--- src/rtl/bstep_ste_backward.sv ---
// bstep_ste_backward: binary-step forward output with a clipped-STE gated gradient on the backward pass
module bstep_ste_backward #(
  parameter int W = 8,
  parameter int DEPTH = 16,
  parameter int CLIP = 64
) (
  input  logic                       Clk,
  input  logic                       Rst_n,
  input  logic                       Fwd_Valid,
  input  logic [W-1:0]               Fwd_In,
  output logic                       Fwd_Ready,
  output logic                       Fwd_Out,
  output logic                       Fwd_Out_Valid,
  input  logic                       Grad_In_Valid,
  input  logic [W-1:0]               Grad_In,
  output logic                       Grad_In_Ready,
  output logic                       Grad_Out_Valid,
  output logic [W-1:0]               Grad_Out,
  input  logic                       Grad_Out_Ready,
  output logic [$clog2(DEPTH):0]     Ctx_Count,
  output logic                       Err_Underflow
);
  localparam int AW = $clog2(DEPTH);
  localparam logic signed [W:0] CLIP_HI = (W+1)'(CLIP);
  localparam logic signed [W:0] CLIP_LO = -(W+1)'(CLIP);
  logic [W-1:0] mem [DEPTH];
  logic [AW-1:0] wr_ptr, rd_ptr;
  logic push, pop, mask;
  logic signed [W:0] x;
  assign Fwd_Ready = Ctx_Count < (AW+1)'(DEPTH);
  assign Grad_In_Ready = (Ctx_Count != '0) & (!Grad_Out_Valid | Grad_Out_Ready);
  assign push = Fwd_Valid & Fwd_Ready;
  assign pop = Grad_In_Valid & Grad_In_Ready;
  // sign-extend by one bit so -CLIP is representable for any CLIP in range
  assign x = {mem[rd_ptr][W-1], mem[rd_ptr]};
  assign mask = (x >= CLIP_LO) & (x <= CLIP_HI);
  always_ff @(posedge Clk)
    if (push) mem[wr_ptr] <= Fwd_In;
  always_ff @(posedge Clk) begin
    if (!Rst_n) begin
      wr_ptr <= '0;
      rd_ptr <= '0;
      Ctx_Count <= '0;
      Fwd_Out <= 1'b0;
      Fwd_Out_Valid <= 1'b0;
      Grad_Out <= '0;
      Grad_Out_Valid <= 1'b0;
      Err_Underflow <= 1'b0;
    end else begin
      wr_ptr <= wr_ptr + AW'(push);
      rd_ptr <= rd_ptr + AW'(pop);
      Ctx_Count <= Ctx_Count + (AW+1)'(push) - (AW+1)'(pop);
      Fwd_Out_Valid <= push;
      if (push) Fwd_Out <= !Fwd_In[W-1];
      if (pop) begin
        Grad_Out <= mask ? Grad_In : '0;
        Grad_Out_Valid <= 1'b1;
      end else if (Grad_Out_Ready) Grad_Out_Valid <= 1'b0;
      if (Grad_In_Valid && Ctx_Count == '0) Err_Underflow <= 1'b1;
    end
  end
endmodule

--- config.mk ---
export PLATFORM = sky130hd
export DESIGN_NAME = bstep_ste_backward
export DESIGN_NICKNAME = d
export VERILOG_FILES = /design/src/rtl/bstep_ste_backward.sv
export SDC_FILE = /design/constraint.sdc
export NUM_CORES = 1
export LEC_CHECK = 0
export BUFFER_PORTS_ARGS = -buffer_cell sky130_fd_sc_hd__buf_4
export CORE_ASPECT_RATIO = 1.4
export CORE_UTILIZATION = 31
export CTS_CLUSTER_SIZE = 16
export DETAILED_ROUTE_END_ITERATION = 7
export GPL_TIMING_DRIVEN = 0
export PLACE_DENSITY = 0.56
export SLEW_MARGIN = 20
export SYNTH_ARGS = -nofsm -noshare
export SYNTH_HDL_FRONTEND = slang
export SYNTH_SLANG_ARGS = --single-unit
--- constraint.sdc ---
create_clock -name Clk -period 5.5 [get_ports Clk]
set_input_delay 0.55 -clock Clk [delete_from_list [all_inputs] [get_ports Clk]]
set_output_delay 0.55 -clock Clk [all_outputs]
set_load 0.05 [all_outputs]
==> results_dict.tcl <==
set metrics [dict create \
    status "finished clean" \
    overflow 0 \
    rows 58 \
    hold_path_class "in2reg" \
    syn_nets 366 \
    synth_area_leader_cell "edfxtp_1" \
    cts-buffers-inserted 17 \
    grt_pass1_wl_um 17200 \
    finalInstanceArea_mm2 0.00688 \
    synth-seq-cells 153 \
    yosysWarningCount 0 \
    synth_most_common_cell "edfxtp_1" \
    routedWlPerCell_um 16.7 \
    irDropWorstVdd_mv 0.288 \
    leakagePower_nw 2.32 \
    n_fill_cell 1766 \
    initial_core_util_pct 31.6 \
    netlist.area_leader.share_pct 67.5 \
    synth_cell_type_count 41 \
    port_buffers 39 \
    clock_latency_ns 0.42 \
    die_width_um 117 \
    boundaryPins 40 \
    dieArea_mm2 0.0189 \
    avgViaCountPerCell 4.54 \
    p_per_area_mw_per_mm2 451 \
    clock-sinks 153 \
    max_cap_viol_count 0 \
    ys_seq_area_share_pct 76.3 \
    period_minus_slack_ns 2.91 \
    slew_viol_final 0 \
    clk_pin_slew_ns 0.06 \
    track_usage_pct 12.8 \
    multiInputGateArea_mm2 0.00128 \
    grt_max_degree 18 \
    syn-cell-area_mm2 0.00570 \
    drive_gt1_share_pct 24.9 \
    rsz0062_at_grt "no" \
    seqCellArea_mm2 0.00434 \
    cts_hold_buf 0 \
    cts_buffer_depth 2 \
    ys_top_cells_by_count "edfxtp_1, dfxtp_1, nor2_1" \
    final_util_pct 38.2 \
    finalCritPeriodShare_pct 52.9 \
    initialDrtViolationCount 137 \
    synth_flop_cell "edfxtp_1" \
    tritoncts "built" \
    wl_um 10800 \
    grt_antenna_before_repair 0 \
    startpoint_type "flip-flop" \
    synth.avg_cell_area_um2 17.1 \
    clock-skew-final_ns 0.0140 \
    tns_ns 0 \
    setup_violations 0 \
    crit_path_max_fanout 5 \
    grt_pass1_vias 3061 \
    gp_congestion 0.768 \
    via_count 2926 \
    dr.pass1.iters 4 \
    ys_top_cells_by_area "edfxtp_1, dfxtp_1, mux4_2" \
    hold_viol 0 \
    dpl-instance-area_mm2 0.00630 \
    die_h_um 162 \
    end_kind "flip-flop" \
    drc 0 \
    nets 424 \
    synth_edf_count 128 \
    core_area_mm2 0.0180 \
    dp.final_hpwl_um 7290 \
    antenna_left 0 \
    syn-instance-count 334 \
    cts_max_level 4 \
    fin_cells 645 \
    place_inst 613 \
    arrival_ns 3.22 \
    clock.fmax_mhz 344 \
    cts_setup_buffers 0 \
    async_flop_share_pct 0 \
    max-slew-margin-rel_pct 50.0 \
    post_cts_resized 0 \
    area_delta_synth_final_pct 20.7 \
    antennaDiodeCount 0 \
    cts-root-buf "clkbuf_16" \
    critPathRequiredTime_ns 5.81 \
    worstSetupPathType "reg2reg" \
    worstMarginPinSlew_ns 0.747 \
]
## final cells by class
class	instances	share of cell area, %
clock buffer	17	6.19
tap	240	4.37
buffer	10	0.764
timing repair buffer	39	4.26
inverter	11	0.600
clock inverter	15	2.07
sequential	153	63.2
multi-input combinational	160	18.6
## worst max-delay path, cell delays in order, from the launching register on
cell	delay [ns]
dfxtp_1	0.33
inv_1	0.09
ha_1	0.15
nor4b_1	0.30
nor2_1	0.09
and2_1	0.26
ha_1	0.30
inv_1	0.04
ha_1	0.18
inv_1	0.07
fa_1	0.20
inv_1	0.05
a21oi_1	0.13
nor2_1	0.06
or3_1	0.35
and3_1	0.19
## placed cells by master, fill, tap and decap left out, drive strengths merged, types with 2 or more instances in the layout
master    count
nor2b         7
xor2          3
a22o          8
and3          2
or4           3
or3           2
nand2b        2
ha           10
clkinvlp      2
a22oi         3
xnor2         4
nor3         10
dfxtp        25
clkbuf       20
nand2         9
a21oi        10
nor2         25
buf          46
nor4b         3
clkinv        6
mux4         10
nor4         13
nand3         8
and2         13
edfxtp      128
a211o         2
inv          17
## through the flow
| step | power [mW] | hold WS (ns) | worst slack, ns |
|---|---|---|---|
| after detailed placement | 2.03 | 0.464 | 2.59 |
| after floorplan | 1.83 | 0.552 | 1.97 |
| final | 3.10 | 0.349 | 2.59 |
| after global placement | 2.02 | 0.464 | 2.61 |
| after global routing | 3.24 | 0.331 | 2.41 |
| after CTS | 3.14 | 0.333 | 2.56 |
## cells by family (layout without fill, tap and decap cells)
group / after synthesis / after routing / share of synthesized area, %
buf+inv: 21 / 92 / 1.65
xor+xnor: 7 / 7 / 1.08
simple gates: 98 / 98 / 9.09
flops: 153 / 153 / 76.3
compound gates: 34 / 34 / 5.40
fa+ha+maj: 11 / 11 / 2.55
mux: 10 / 10 / 3.95
## flip-flops by register name (all words and copies together), names as in the netlist
register,flops
mem,128
Grad_Out,8
Ctx_Count,5
rd_ptr,4
wr_ptr,4
Err_Underflow,1
Fwd_Out,1
Fwd_Out_Valid,1
Grad_Out_Valid,1
## worst paths after layout
path                                            endpoint  cells after the start  slack [ns]                     start
worst max register to register   Ctx_Count[4]$_SDFF_PN0_                     15        2.59   Ctx_Count[2]$_SDFF_PN0_
worst max-delay path             Ctx_Count[4]$_SDFF_PN0_                     15        2.59   Ctx_Count[2]$_SDFF_PN0_
worst min-delay path            Grad_Out[0]$_SDFFE_PN0P_                      2        0.35                Grad_In[0]
worst min register to register  Grad_Out[0]$_SDFFE_PN0P_                      1        0.48  Grad_Out[0]$_SDFFE_PN0P_
## per-layer routing
layer | GRT usage (%) | wire length, um | vias up
li1 | - | - | 1404
met1 | 14.3 | 4380 | 1465
met2 | 22.6 | 6030 | 48
met3 | 3.24 | 210 | 9
met4 | 5.70 | 185 | 0
met5 | 0 | 0 | -
## where the power goes
group	leakage [nW]	switching [mW]	internal, mW
Combinational	0.684	0.391	0.239
Sequential	1.36	0.0419	1.32
Clock	0.272	0.472	0.631
Total	2.32	0.905	2.19
Power figures use the tool's default switching activity.
